<file path="src/rtl/shift_pipe.sv">
// shift_pipe: pipelined multi-mode barrel shifter with valid/ready handshakes.
//
// One log-shifter stage per shift-count bit. Stage k shifts or rotates by 2^k
// when count bit k is set. A stage refills from its predecessor whenever it is
// empty or emptying, so bubbles collapse even while the output is stalled.
//
// Ports:
//   clk, rst            clock, asynchronous active-high reset
//   in_valid/in_ready   upstream handshake
//   in_data, in_cnt     operand and shift amount (0..WIDTH-1)
//   in_mode             000 SLL, 001 SRL, 010 SRA, 011 ROL, 100 ROR, others illegal
//   in_tag              sideband id carried unmodified to out_tag
//   out_valid/out_ready downstream handshake
//   out_data, out_tag   result and the tag of the op that produced it
//   out_err             op had an illegal mode (data passed through unshifted)
//   busy                any stage holds an op
module shift_pipe #(
    parameter int WIDTH = 16,
    parameter int CNT_W = 4,
    parameter int TAG_W = 4
) (
    input  logic             clk,
    input  logic             rst,
    input  logic             in_valid,
    output logic             in_ready,
    input  logic [WIDTH-1:0] in_data,
    input  logic [CNT_W-1:0] in_cnt,
    input  logic [2:0]       in_mode,
    input  logic [TAG_W-1:0] in_tag,
    output logic             out_valid,
    input  logic             out_ready,
    output logic [WIDTH-1:0] out_data,
    output logic [TAG_W-1:0] out_tag,
    output logic             out_err,
    output logic             busy
);

    localparam logic [2:0] MODE_SLL = 3'd0;
    localparam logic [2:0] MODE_SRL = 3'd1;
    localparam logic [2:0] MODE_SRA = 3'd2;
    localparam logic [2:0] MODE_ROL = 3'd3;
    localparam logic [2:0] MODE_ROR = 3'd4;

    // Stage registers; index k is the register after stage k.
    logic [CNT_W-1:0] vld_p;
    logic [WIDTH-1:0] data_p [CNT_W];
    logic [2:0]       mode_p [CNT_W];
    logic [CNT_W-1:0] cnt_p  [CNT_W];
    logic [TAG_W-1:0] tag_p  [CNT_W];
    logic [CNT_W-1:0] err_p;
    logic [CNT_W-1:0] sgn_p;

    // Inputs feeding each stage (the block inputs for stage 0).
    logic [CNT_W-1:0] src_vld;
    logic [WIDTH-1:0] src_data [CNT_W];
    logic [2:0]       src_mode [CNT_W];
    logic [CNT_W-1:0] src_cnt  [CNT_W];
    logic [TAG_W-1:0] src_tag  [CNT_W];
    logic [CNT_W-1:0] src_err;
    logic [CNT_W-1:0] src_sgn;

    logic [CNT_W-1:0] adv_p;
    logic [CNT_W-1:0] ld_p;

    // Shift/rotate by a fixed power-of-two amount. SRA fills with the original
    // operand MSB (sgn), not the current MSB, so the fill is correct at every
    // stage. amt never exceeds WIDTH/2, so WIDTH-amt is always a legal shift.
    function automatic logic [WIDTH-1:0] shift_step(
        input logic [WIDTH-1:0] d,
        input logic [2:0]       m,
        input logic             sgn,
        input int               amt
    );
        logic [WIDTH-1:0] fill;
        fill = sgn ? ~({WIDTH{1'b1}} >> amt) : '0;
        case (m)
            MODE_SLL: shift_step = d << amt;
            MODE_SRL: shift_step = d >> amt;
            MODE_SRA: shift_step = (d >> amt) | fill;
            MODE_ROL: shift_step = (d << amt) | (d >> (WIDTH - amt));
            MODE_ROR: shift_step = (d >> amt) | (d << (WIDTH - amt));
            default:  shift_step = d;
        endcase
    endfunction

    // Advance chain, evaluated from the output back: a stage moves on when it
    // is full and its successor is empty or itself moving on.
    always_comb begin
        adv_p = '0;
        adv_p[CNT_W-1] = vld_p[CNT_W-1] & out_ready;
        for (int k = CNT_W - 2; k >= 0; k--) begin
            adv_p[k] = vld_p[k] & (~vld_p[k+1] | adv_p[k+1]);
        end
        ld_p = ~vld_p | adv_p;
    end

    always_comb begin
        src_vld     = '0;
        src_err     = '0;
        src_sgn     = '0;
        src_vld[0]  = in_valid;
        src_data[0] = in_data;
        src_mode[0] = in_mode;
        src_cnt[0]  = in_cnt;
        src_tag[0]  = in_tag;
        src_err[0]  = (in_mode > MODE_ROR);
        src_sgn[0]  = in_data[WIDTH-1];
        for (int k = 1; k < CNT_W; k++) begin
            src_vld[k]  = vld_p[k-1];
            src_data[k] = data_p[k-1];
            src_mode[k] = mode_p[k-1];
            src_cnt[k]  = cnt_p[k-1];
            src_tag[k]  = tag_p[k-1];
            src_err[k]  = err_p[k-1];
            src_sgn[k]  = sgn_p[k-1];
        end
    end

    // Stage k boundary: payload only updates when a real op arrives, so a
    // stalled or drained stage keeps its last value instead of toggling.
    always_ff @(posedge clk or posedge rst) begin
        if (rst) begin
            vld_p <= '0;
            err_p <= '0;
            sgn_p <= '0;
            for (int k = 0; k < CNT_W; k++) begin
                data_p[k] <= '0;
                mode_p[k] <= '0;
                cnt_p[k]  <= '0;
                tag_p[k]  <= '0;
            end
        end else begin
            for (int k = 0; k < CNT_W; k++) begin
                if (ld_p[k]) begin
                    vld_p[k] <= src_vld[k];
                    if (src_vld[k]) begin
                        data_p[k] <= src_cnt[k][k]
                                   ? shift_step(src_data[k], src_mode[k], src_sgn[k], 1 << k)
                                   : src_data[k];
                        mode_p[k] <= src_mode[k];
                        cnt_p[k]  <= src_cnt[k];
                        tag_p[k]  <= src_tag[k];
                        err_p[k]  <= src_err[k];
                        sgn_p[k]  <= src_sgn[k];
                    end
                end
            end
        end
    end

    assign in_ready  = ld_p[0];
    assign out_valid = vld_p[CNT_W-1];
    assign out_data  = data_p[CNT_W-1];
    assign out_tag   = tag_p[CNT_W-1];
    assign out_err   = err_p[CNT_W-1];
    assign busy      = |vld_p;

endmodule

</file>
<file path="config.mk">
export PLATFORM = sky130hd
export DESIGN_NAME = shift_pipe
export DESIGN_NICKNAME = d
export VERILOG_FILES = /design/src/rtl/shift_pipe.sv
export SDC_FILE = /design/constraint.sdc
export NUM_CORES = 1
export LEC_CHECK = 0
export ABC_AREA = 1
export BUFFER_PORTS_ARGS = -buffer_cell sky130_fd_sc_hd__buf_2
export CORE_MARGIN = 5
export CORE_UTILIZATION = 39
export CTS_CLUSTER_DIAMETER = 100
export DETAILED_ROUTE_END_ITERATION = 10
export GPL_TIMING_DRIVEN = 0
export SYNTH_ARGS = -nofsm -noshare
export SYNTH_HDL_FRONTEND = slang
export SYNTH_SLANG_ARGS = --single-unit
</file>
<file path="constraint.sdc">
create_clock -name clk -period 4.2 [get_ports clk]
set_clock_uncertainty 0.2 [all_clocks]
set_input_delay 0.21 -clock clk [delete_from_list [all_inputs] [get_ports clk]]
set_output_delay 0.21 -clock clk [all_outputs]
set_load 0.05 [all_outputs]
</file>
**Word-level counts from Yosys, hierarchy flattened**

Cells that the tools add are included.

- Output and inout bits: 24
- Register bits after elaboration: 112

- Mux-type cells: 12
- Bitwise logic cells: 23
- Order comparisons: 1
- Eq/ne operators: 16
- Reductions and logical operators: 10

Operators by type and width:

| kind | number |
|---|---|
| $pmux W16 S5 | 3 |
| $mux W16 | 8 |
| $pmux W16 S4 | 1 |
| $or A12 B16 Y16 | 2 |
| $or A14 B16 Y16 | 2 |
| $or A15 B16 Y16 | 2 |
| $or A8 B16 Y16 | 2 |
| $eq A3 B2 Y1 const B | 8 |
| $or A16 B1 Y16 | 1 |
| $or A16 B2 Y16 | 1 |
| $or A16 B4 Y16 | 1 |
| $eq A3 B1 Y1 const B | 4 |
| $eq A3 B3 Y1 const B | 4 |
| $logic_not A3 Y1 | 4 |
| $reduce_and A2 Y1 | 4 |
| $and A1 B1 Y1 | 4 |
| $not A4 Y4 | 1 |
| $or A4 B4 Y4 | 1 |
| $reduce_or A4 Y1 | 1 |
| $gt A3 B3 Y1 const B | 1 |
| $not A1 Y1 | 3 |
| $or A1 B1 Y1 | 3 |
| $reduce_or A2 Y1 | 1 |

**Logic depth before layout (Yosys ltp)**

Gate-level depths: netlist of the first run.

- Depth in word-level cells: 9
- Gate-level depth with buffers: 9
- Gate-level depth less buffers: 8

**Worst setup path after synthesis of the first run**

OpenSTA, ideal clock, no wires.

- Kind: reg-to-reg
- Start: reg vld_p[3]
- End: reg data_p[57] in the netlist's numbering
- Arrival: 1.704 ns
- Path slack: 2.179 ns
- Required time: 3.884 ns
- Library setup time: 0.116 ns
- Cell stages (with the launch flop): 9
- Cell sequence: dfrtp_1 inv_2 nor2_4 nand4_4 nand2_4 buf_4 nor2_1 nand2_1 nand2_1

- Word-level cells in the longest chain between the ends: 9

Ends and longest elaborated chain:

| element | line | RTL |
|---|---|---|
| from (decl) | 45 | `logic [CNT_W-1:0] vld_p;` |
| from (signal, indexed assignment) | 135 | `vld_p[k] <= src_vld[k];` |
| $and A1 B1 Y1 / $not A1 Y1 (equally long branches) | 90, 92 |  |
| $or A1 B1 Y1 * | 92 | `adv_p[k] = vld_p[k] & (~vld_p[k+1] \| adv_p[k+1]);` |
| $and A1 B1 Y1 * | 92 |  |
| $or A1 B1 Y1 * | 92 |  |
| $and A1 B1 Y1 * | 92 |  |
| $or A1 B1 Y1 * | 92 |  |
| $and A1 B1 Y1 * | 92 |  |
| $or A4 B4 Y4 * | 94 | `ld_p = ~vld_p \| adv_p;` |
| net in_ready | 25 | `output logic in_ready,` |
| $reduce_and A2 Y1 (no source line) * | -- |  |
| to (signal, indexed assignment) | 137 | `data_p[k] <= src_cnt[k][k]` |
| to (decl) | 46 | `logic [WIDTH-1:0] data_p [CNT_W];` |

Mark *: on every way through the listed nets, which the timed path passes. The rest lies on a longest branch.
A chain may end at the register's enable or synchronous reset.

**Final worst setup path of the first run**

- Start: in in_mode[1]
- End: reg data_p[52] in the netlist's numbering

- Word-level cells in the longest chain between the ends: 3

Ends and longest elaborated chain:

| element | line | RTL |
|---|---|---|
| from (decl) | 28 | `input logic [2:0] in_mode,` |
| $eq A3 B3 Y1 (tied with other cells) | 76 | `case (m)` |
| $pmux W16 S5 * | 76 |  |
| $mux W16 * | 138 | `? shift_step(src_data[k], src_mode[k], src_sgn[k], 1 << k)` |

Every way passes the cells marked *; elsewhere a longest branch is shown, timed or not.

==> results of run 1 <==
## placed cells by master (no fill, tap or decap), drive strengths merged, types with 2 or more instances in the layout
cell type and n:
a21oi 74, buf 104, bufinv 2, clkbuf 10, clkinv 3, clkinvlp 2
dfrtp 106, dlygate4sd3 25, inv 51, nand2 344, nand3 39, nand4 5
nor2 115, o21ai 29
## path summary, 6_finish.rpt
path	depth (start not counted)	from	slack [ps]	endpoint
hold / removal	5	in_data[9]	-2	data_p[56]$_DFFE_PP0P_
setup / recovery	12	in_mode[1]	1900	data_p[52]$_DFFE_PP0P_
setup reg to reg	6	mode_p[3]$_DFFE_PP0P_	2370	out_data[12]$_DFFE_PP0P_
max in group asynchronous	4	rst	2850	data_p[50]$_DFFE_PP0P_
hold reg to reg	2	err_p[3]$_DFFE_PP0P_	270	err_p[3]$_DFFE_PP0P_
min in group asynchronous	3	rst	250	out_tag[2]$_DFFE_PP0P_
## synth_stat cells (all sizes together)
master	count	area (um2)
nand2	344	1310
nor2	115	494
dfrtp	106	2650
a21oi	74	370
inv	51	191
buf	50	367
nand3	39	213
o21ai	29	160
nand4	5	46.3
clkbuf	1	3.75
nor3	1	5.00
## through the flow
stage                     instances  util, %  setup WS, ps  hold WS, ps
after global routing           1094     47.3          1730         14.5
after detailed placement       1053     43.4          2400          107
after floorplan                 815        -          1000          119
after global placement         1052     43.2          -231          246
final                          1094     47.3          1900        -1.82
after CTS                      1094     47.3          1930        0.234
## registers in the layout, summed over array words and instances, names as in the netlist
name      flops
sgn_p         3
out_tag       4
vld_p         4
out_data     16
mode_p        9
err_p         4
cnt_p         6
src_tag      12
data_p       48
## cell families (layout without fill, tap and decap cells)
kind of cell | Yosys count | count (layout)
compound gates | 103 | 103
buf+inv | 102 | 197
flops | 106 | 106
simple gates | 504 | 504
## layout make-up
type / count / area, um2
Fill cell: 1516 / 7680
Multi-Input combinational cell: 607 / 2600
Clock buffer: 9 / 225
Clock inverter: 7 / 93.8
Sequential cell: 106 / 2650
Timing Repair Buffer: 79 / 543
Inverter: 51 / 194
Buffer: 51 / 370
Tap cell: 184 / 230
## layer usage
layer	up-vias	routed length (um)
li1	2719	-
met1	2311	6480
met2	100	6610
met3	16	510
met4	0	274
met5	-	0
## tightest hold or removal path: stages
cell and delay (ps):
buf_2 100, nand2_1 50, nand2_1 50, nand2_1 50, nand2_1 50
## power by group through the flow
stage	Sequential [W]	Combinational (W)	Clock [W]
6_report	0.00169	0.00189	0.000904
5_1_grt	0.00174	0.00213	0.000950
4_1_cts	0.00169	0.00190	0.000917
3_5_place_dp	0.00171	0.00187	0
3_3_place_gp	0.00170	0.00185	0
2_1_floorplan	0.00169	0.00142	0
## what timing repair did
action	4_1_cts	5_1_grt
endpoints found under the setup margin	0	0
hold buffers	25	0
endpoints found under the hold margin	66	0
==> results.tsv, run 1 <==
stage	metric	value	unit
grt	grt_busiest_layer	met2	
cts	cts_post_setup_buffers_inserted	0	
power	p_leak	3.61	nW
worst_hold_path	min_path_type	in2reg	
setup_path	critical-path-max-stage-delay	550	ps
cts	clock_tree.buffer_depth	2	
power	max-vdd-ir-drop	0.250	mV
grt	grt_pass1_wl	23.8	mm
synthesis	synth_adder_area_share	0	%
synthesis	syn_avg_cell_area	7.13	um2
synthesis	combinational_family_with_the_most_area_after_synthesis	simple AND/OR/NAND/NOR gates	
cts	clkLatencyLatePin	350	ps
floorplan	floorplan.initialDensity	39.8	%
synthesis	syn-cell-area	5810	um2
power	power.share.combinational	42.1	%
placed_design	numPortBuffers	53	
sta	finalHoldWorstSlack	-1.82	ps
synthesis	synth_compound_area_share	9.13	%
grt	groute.layer.met1.usage	21.3	%
setup_path	cp.required	4250	ps
floorplan	pin_count	55	
run	cap_violations	0	
synthesis	yosysWarningCount	0	
sta	report.final.setup_viol	0	
route	number_of_routed_nets_with_antenna_violations	0	
grt	gr-total-overflow	0	
synthesis	seq_area_frac_synth	45.6	%
finish	drive_above_1_share	16.0	%
placed_design	post_dp_cell_area	6340	um2
cts	clock-sinks	106	
setup_path	path_class	in2reg	
sta	slew_headroom	61.4	%
grt	grtUsageMet2	27.3	%
floorplan	core_region_area	14600	um2
finish	number_of_nets_in_the_final_layout	936	
synthesis	ys_ff_latch	106	
power	p_int	0.00255	W
route	detailedRoute.firstPassIterationCount	5	
route	wl_per_cell	12.7	um
sta	fin_setup_tns	0	ps
synthesis	synth_cells	815	
setup_path	setup.worst_path.start_class	input port	
synthesis	synthSimpleGateAreaFrac	35.6	%
run_status	failing_checks	negative hold slack	
power	p_clk_share	20.2	%
synthesis	synth.distinct_cells	24	
power	seq_power_share	37.7	%
sta	post-route-min-period	2300	ps
power	power.net_switching	0.00193	W
synthesis	postSynthNetCount	846	
sta	layout_worst_path_cycle_share	54.7	%
sta	drv_slew	0	
setup_path	timing.critical_path.to_type	flop	
setup_path	worst_path_max_delay_cell	dlygate4sd3_1	
grt	number_of_antenna_violations_at_the_first_check_in_global_routing	0	
setup_path	critical-path-top-cell-by-count	nand2_1	
floorplan	dieWidth	132	um
setup_path	critical_path_buf_inv_count	5	
power	swShare	43.1	%
setup_path	worstPathCellList	dlygate4sd3_1 > buf_2 > inv_1 > nand2_1 > nand2_1 > nand2_1 > buf_4 > a21oi_1 > nand2_1 > dlygate4sd3_1 > nand2_1 > nand2_1	
synthesis	synthMuxAreaShare	0	%
sta	finalHoldViolations	1	
setup_path	critical_path.max_fanout	10	
placed_design	place_hpwl	10.1	mm
floorplan	die-height	132	um
placed_design	gpl.final_weighted_congestion	0.883	
cts	post_cts_resize_count	0	
setup_path	critical-path-top-delay-family	buffers and inverters	
route	vias_per_cell	4.70	
power	power_density	648	nW/um2
grt	pin_count_of_the_biggest_net_entering_global_routing	64	
route	detail_route.drc_violations	0	
run_status	outcome	complete, but fails checks	
setup_path	worstPathArrival	2350	ps
sta	fmax	435	MHz
cts	htreeDepth	3	
route	postRouteWirelength	13.9	mm
floorplan	core.rowCount	44	
grt	globalRouteTotalUtil	16.2	%
route	via_count	5146	
grt	grtUsageMet3	2.48	%
route	initialDrtViolationCount	263	
sta	unrepaired_setup_endpoints_after_global_routing	no	
sta	transition_time_at_the_pin_with_the_least_slew_margin	578	ps
finish	final_area	6910	um2
cts	cts_buffers	9	
cts	cts-root-buf	clkbuf_16	
grt	first_global_vias	4946	
finish	flow.area_growth_from_synthesis	18.8	%
cts	clk_pin_slew	70	ps
finish	antennaDiodeCount	0	
cts	tritoncts	built	
floorplan	die_area	17400	um2
synthesis	post_synthesis_xor_xnor_area_fraction	0	%
power	post-layout-total-power	0.00448	W
No activity file was read; power rests on OpenSTA's default activity.
==> run 2, diff against run 1 <==
- clock period: 4.2 -> 2 ns (I/O delays scaled with it)
==> results.tsv, run 2 (same netlist as run 1, synthesis figures left out) <==
stage	metric	value	unit
sta	layout_worst_path_cycle_share	96.2	%
placed_design	gpl.final_weighted_congestion	0.876	
cts	clkLatencyLatePin	350	ps
setup_path	critical-path-max-stage-delay	640	ps
route	wl_per_cell	12.7	um
cts	htreeDepth	3	
finish	mostFrequentLayoutCell	nand2_1	
run	cap_violations	0	
setup_path	path_class	in2reg	
setup_path	critical-path-top-delay-family	buffers and inverters	
setup_path	worst_path_max_delay_cell	dlygate4sd3_1	
grt	grt_pass1_wl	24.1	mm
sta	fin_setup_tns	0	ps
route	initialDrtViolationCount	344	
floorplan	core_region_area	14600	um2
placed_design	post_dp_cell_area	6370	um2
sta	finalHoldWorstSlack	61.9	ps
finish	mostFrequentLayoutCells	nand2_1, dfrtp_1, nor2_1	
power	power_density	1340	nW/um2
cts	clock_tree.buffer_depth	2	
sta	slew_headroom	60.6	%
floorplan	die_area	17400	um2
finish	drive_above_1_share	16.8	%
setup_path	setup.worst_path.start_class	input port	
finish	final_area	7150	um2
grt	pin_count_of_the_biggest_net_entering_global_routing	42	
worst_hold_path	min_to	data_p[63]$_DFFE_PP0P_	
sta	report.final.setup_viol	0	
setup_path	critical_path.max_fanout	6	
route	detail_route.drc_violations	0	
finish	antennaDiodeCount	0	
cts	clock-sinks	106	
sta	transition_time_at_the_pin_with_the_least_slew_margin	590	ps
setup_path	worstReg2RegStart	vld_p[3]$_DFFE_PP0P_	
floorplan	dieWidth	132	um
sta	fmax	520	MHz
power	max-vdd-ir-drop	0.568	mV
floorplan	core.rowCount	44	
worst_hold_path	hold_sp	in_valid	
route	postRouteWirelength	14.1	mm
finish	number_of_nets_in_the_final_layout	952	
floorplan	die-height	132	um
setup_path	critical-path-top-cell-by-count	nand2_1	
grt	gr-total-overflow	0	
power	p_leak	3.69	nW
sta	post-route-min-period	1920	ps
run_status	outcome	completed	
route	via_count	5213	
grt	first_global_vias	5027	
floorplan	pin_count	55	
cts	tritoncts	built	
worst_hold_path	worstHoldPathCells	3	
placed_design	place_hpwl	10.2	mm
floorplan	floorplan.initialDensity	39.8	%
setup_path	critical_path_buf_inv_count	2	
cts	cts_buffers	9	
route	number_of_routed_nets_with_antenna_violations	0	
setup_path	reg2reg_setup_slack	150	ps
cts	cts-root-buf	clkbuf_16	
sta	finalHoldViolations	0	
finish	flow.area_growth_from_synthesis	23.1	%
route	detailedRoute.firstPassIterationCount	5	
setup_path	rr_worst_depth	6	
setup_path	worstPathArrival	1970	ps
setup_path	cp.required	2050	ps
setup_path	timing.critical_path.to_type	flop	
cts	clk_pin_slew	70	ps
setup_path	worstPathCellList	dlygate4sd3_1 > nor2_4 > nand2_2 > nand2_4 > nor2_4 > nand2_1 > nand2_1 > dlygate4sd3_1 > nand2_1 > nand2_1	
finish	fill_cells	1477	
setup_path	timing.rr.end	src_tag[10]$_DFFE_PP0P_	
grt	number_of_antenna_violations_at_the_first_check_in_global_routing	0	
placed_design	numPortBuffers	53	
route	vias_per_cell	4.70	
worst_hold_path	min_path_type	in2reg	
finish	top_register	data_p	
grt	globalRouteTotalUtil	16.5	%
sta	drv_slew	0	
finish	largest_register_ffs	48	
finish	postLayoutCoreUtil	49.0	%
[run 2: timing repair]
action / in CTS / in global routing
buffers inserted: 0 / 3
endpoints found under the hold margin: 105 / 0
endpoints found under the setup margin: 0 / 11
gates resized for setup: 0 / 14
hold buffers: 38 / 0
[run 2: worst min-delay path, cell delays in order]
cell and delay (ps):
clkbuf_1 190, a21oi_1 220, a21oi_1 50
[run 2: report_power, final]
part           leakage [nW]  total [W]  switching (W)  internal (W)
clock                 0.160    0.00200       0.000778       0.00122
sequential             1.30    0.00355       0.000644       0.00291
combinational          2.23    0.00401        0.00263       0.00138
total                  3.69    0.00956        0.00405       0.00551
[run 2: per-stage QoR]
step | power [W] | setup slack, ps | cells
after floorplan | 0.00654 | 120 | 815
after global placement | 0.00745 | -429 | 1052
after detailed placement | 0.00751 | 169 | 1055
after CTS | 0.00959 | 19.6 | 1109
after global routing | 0.0103 | -13.6 | 1110
final | 0.00956 | 75.1 | 1110
[run 2: layout make-up]
cell class                 count  area (um2)  share of cell area (%)
tap                          184         230                    3.22
clock inverter                 5         103                    1.43
buffer                        51         370                    5.18
timing repair buffer          95         726                    10.1
inverter                      51         198                    2.76
clock buffer                  11         233                    3.25
sequential                   106        2650                    37.1
multi-input combinational    607        2640                    36.9
[run 2: worst max path at each step]
stage                          startpoint                      end  slack (ps)  depth (start not counted)
floorplan            vld_p[3]$_DFFE_PP0P_   data_p[57]$_DFFE_PP0P_         120                          8
global placement                      rst     vld_p[3]$_DFFE_PP0P_        -430                          2
detailed placement  mode_p[3]$_DFFE_PP0P_  out_data[9]$_DFFE_PP0P_         170                          6
CTS                            in_mode[0]   data_p[62]$_DFFE_PP0P_          20                         11
global route                   in_mode[1]   data_p[59]$_DFFE_PP0P_         -10                         10
finish                         in_mode[1]   data_p[62]$_DFFE_PP0P_          80                         10
[run 2: metal layers]
layer / track usage [%] / share of wire (%)
met2: 27.7 / 48
met3: 2.21 / 3.2
met4: 6.00 / 1.2
met1: 21.8 / 47
met5: 0 / 0
==> run 3, diff against run 2 <==
- clock period: 2 -> 1.95 ns (I/O delays scaled with it)
==> results.tsv, run 3 (same netlist as run 1, synthesis figures left out) <==
stage	metric	value	unit
run_status	outcome	completed	
worst_hold_path	worstHoldPathCells	6	
setup_path	worstPathCellList	dlygate4sd3_1 > buf_2 > nand2_2 > buf_4 > a21oi_1 > nand2_1 > dlygate4sd3_1 > nand2_1 > nand2_1	
route	via_count	5246	
sta	transition_time_at_the_pin_with_the_least_slew_margin	615	ps
placed_design	numPortBuffers	53	
setup_path	critical_path_buf_inv_count	4	
floorplan	die-height	132	um
power	max-vdd-ir-drop	0.584	mV
cts	htreeDepth	3	
cts	cts_buffers	9	
placed_design	place_inst	1055	
grt	pin_count_of_the_biggest_net_entering_global_routing	42	
power	post-layout-total-power	0.00981	W
setup_path	timing.rr.end	src_tag[10]$_DFFE_PP0P_	
setup_path	worstReg2RegStart	vld_p[0]$_DFFE_PP0P_	
placed_design	post_dp_cell_area	6370	um2
finish	mostFrequentLayoutCell	nand2_1	
setup_path	worst_path_max_delay_cell	dlygate4sd3_1	
finish	drive_above_1_share	16.3	%
finish	top_register	data_p	
finish	final_area	7220	um2
setup_path	critical-path-top-delay-family	buffers and inverters	
sta	report.final.setup_viol	0	
worst_hold_path	hold_sp	in_mode[2]	
setup_path	critical-path-max-stage-delay	550	ps
grt	grt_pass1_wl	24.2	mm
route	detail_route.drc_violations	0	
floorplan	core.rowCount	44	
setup_path	path_class	in2reg	
finish	number_of_nets_in_the_final_layout	962	
finish	largest_register_ffs	48	
setup_path	reg2reg_setup_slack	180	ps
route	number_of_routed_nets_with_antenna_violations	0	
power	power_density	1360	nW/um2
setup_path	worstPathArrival	1870	ps
setup_path	critical-path-top-cell-by-count	nand2_1	
setup_path	critical_path.max_fanout	10	
floorplan	floorplan.initialDensity	39.8	%
placed_design	place_hpwl	10.2	mm
cts	clock-sinks	106	
route	wl_per_cell	12.6	um
route	initialDrtViolationCount	300	
setup_path	levels_on_crit_path	9	
setup_path	setup.worst_path.start_class	input port	
sta	fmax	548	MHz
route	postRouteWirelength	14.1	mm
sta	unrepaired_setup_endpoints_after_global_routing	no	
run	cap_violations	0	
finish	fill_cells	1464	
finish	layout.cells.non_filler	1120	
floorplan	die_area	17400	um2
route	vias_per_cell	4.68	
setup_path	rr_worst_depth	5	
finish	mostFrequentLayoutCells	nand2_1, dfrtp_1, nor2_1	
sta	post-route-min-period	1830	ps
finish	antennaDiodeCount	0	
finish	area.sequential	2650	um2
floorplan	dieWidth	132	um
sta	layout_worst_path_cycle_share	93.6	%
finish	multi_input_area	2600	um2
setup_path	timing.critical_path.to_type	flop	
cts	clock_tree.buffer_depth	2	
route	detailedRoute.firstPassIterationCount	4	
grt	first_global_vias	5100	
grt	globalRouteTotalUtil	16.5	%
sta	slew_headroom	59.0	%
floorplan	core_region_area	14600	um2
cts	clkLatencyLatePin	350	ps
worst_hold_path	min_path_type	in2reg	
cts	tritoncts	built	
sta	finalHoldWorstSlack	2.26	ps
floorplan	pin_count	55	
setup_path	cp.required	2000	ps
sta	drv_slew	0	
power	p_leak	3.73	nW
placed_design	gpl.final_weighted_congestion	0.876	
worst_hold_path	min_to	data_p[63]$_DFFE_PP0P_	
cts	clk_pin_slew	70	ps
grt	number_of_antenna_violations_at_the_first_check_in_global_routing	0	
sta	fin_setup_tns	0	ps
cts	cts-root-buf	clkbuf_16	
sta	finalHoldViolations	0	
grt	gr-total-overflow	0	
finish	flow.area_growth_from_synthesis	24.2	%
-- run 3: how the worst max path moves through the flow --
stage | start | to
2_1_floorplan | vld_p[3]$_DFFE_PP0P_ | data_p[57]$_DFFE_PP0P_
3_3_place_gp | rst | vld_p[3]$_DFFE_PP0P_
3_5_place_dp | mode_p[3]$_DFFE_PP0P_ | out_data[9]$_DFFE_PP0P_
4_1_cts | rst | vld_p[3]$_DFFE_PP0P_
5_1_grt | rst | vld_p[3]$_DFFE_PP0P_
6_report | in_cnt[0] | data_p[49]$_DFFE_PP0P_
-- run 3: worst min-delay path, cell delays in order --
cell	delay (ps)
buf_2	100
inv_2	60
nand3_1	80
nand2_1	40
nand2_1	70
a21oi_1	60
-- run 3: power breakdown --
| part | switching, W | total [W] | internal, W |
|---|---|---|---|
| Combinational | 0.00269 | 0.00412 | 0.00143 |
| Clock | 0.000792 | 0.00205 | 0.00125 |
| Sequential | 0.000659 | 0.00364 | 0.00299 |
-- run 3: metal layers --
| layer | track usage, % | routed length (um) | vias up |
|---|---|---|---|
| met2 | 27.9 | 6790 | 91 |
| met3 | 2.21 | 426 | 16 |
| met4 | 6.34 | 236 | 0 |
| met1 | 21.6 | 6620 | 2375 |
| li1 | - | - | 2764 |
| met5 | 0 | 0 | - |
-- run 3: what timing repair did --
item	CTS	global route
hold buffers	45	0
buffers inserted	0	3
endpoints found under the setup margin	0	48
gates resized for setup	0	3
hold endpoints to repair	106	0
-- run 3: stage by stage --
step / util, % / setup slack [ps]
floorplan: - / 70.3
global placement: 43.3 / -476
detailed placement: 43.7 / 119
CTS: 49.1 / 57.4
global route: 49.5 / 3.20
finish: 49.5 / 125
-- run 3: cell type report --
cell class / count / area share [%]
inverters: 51 / 2.70
plain buffers: 51 / 5.13
clock inverters: 5 / 1.42
clock buffers: 11 / 3.22
well taps: 184 / 3.19
flip-flops and latches: 106 / 36.8
repair buffers: 105 / 11.5
multi-input cells: 607 / 36.1
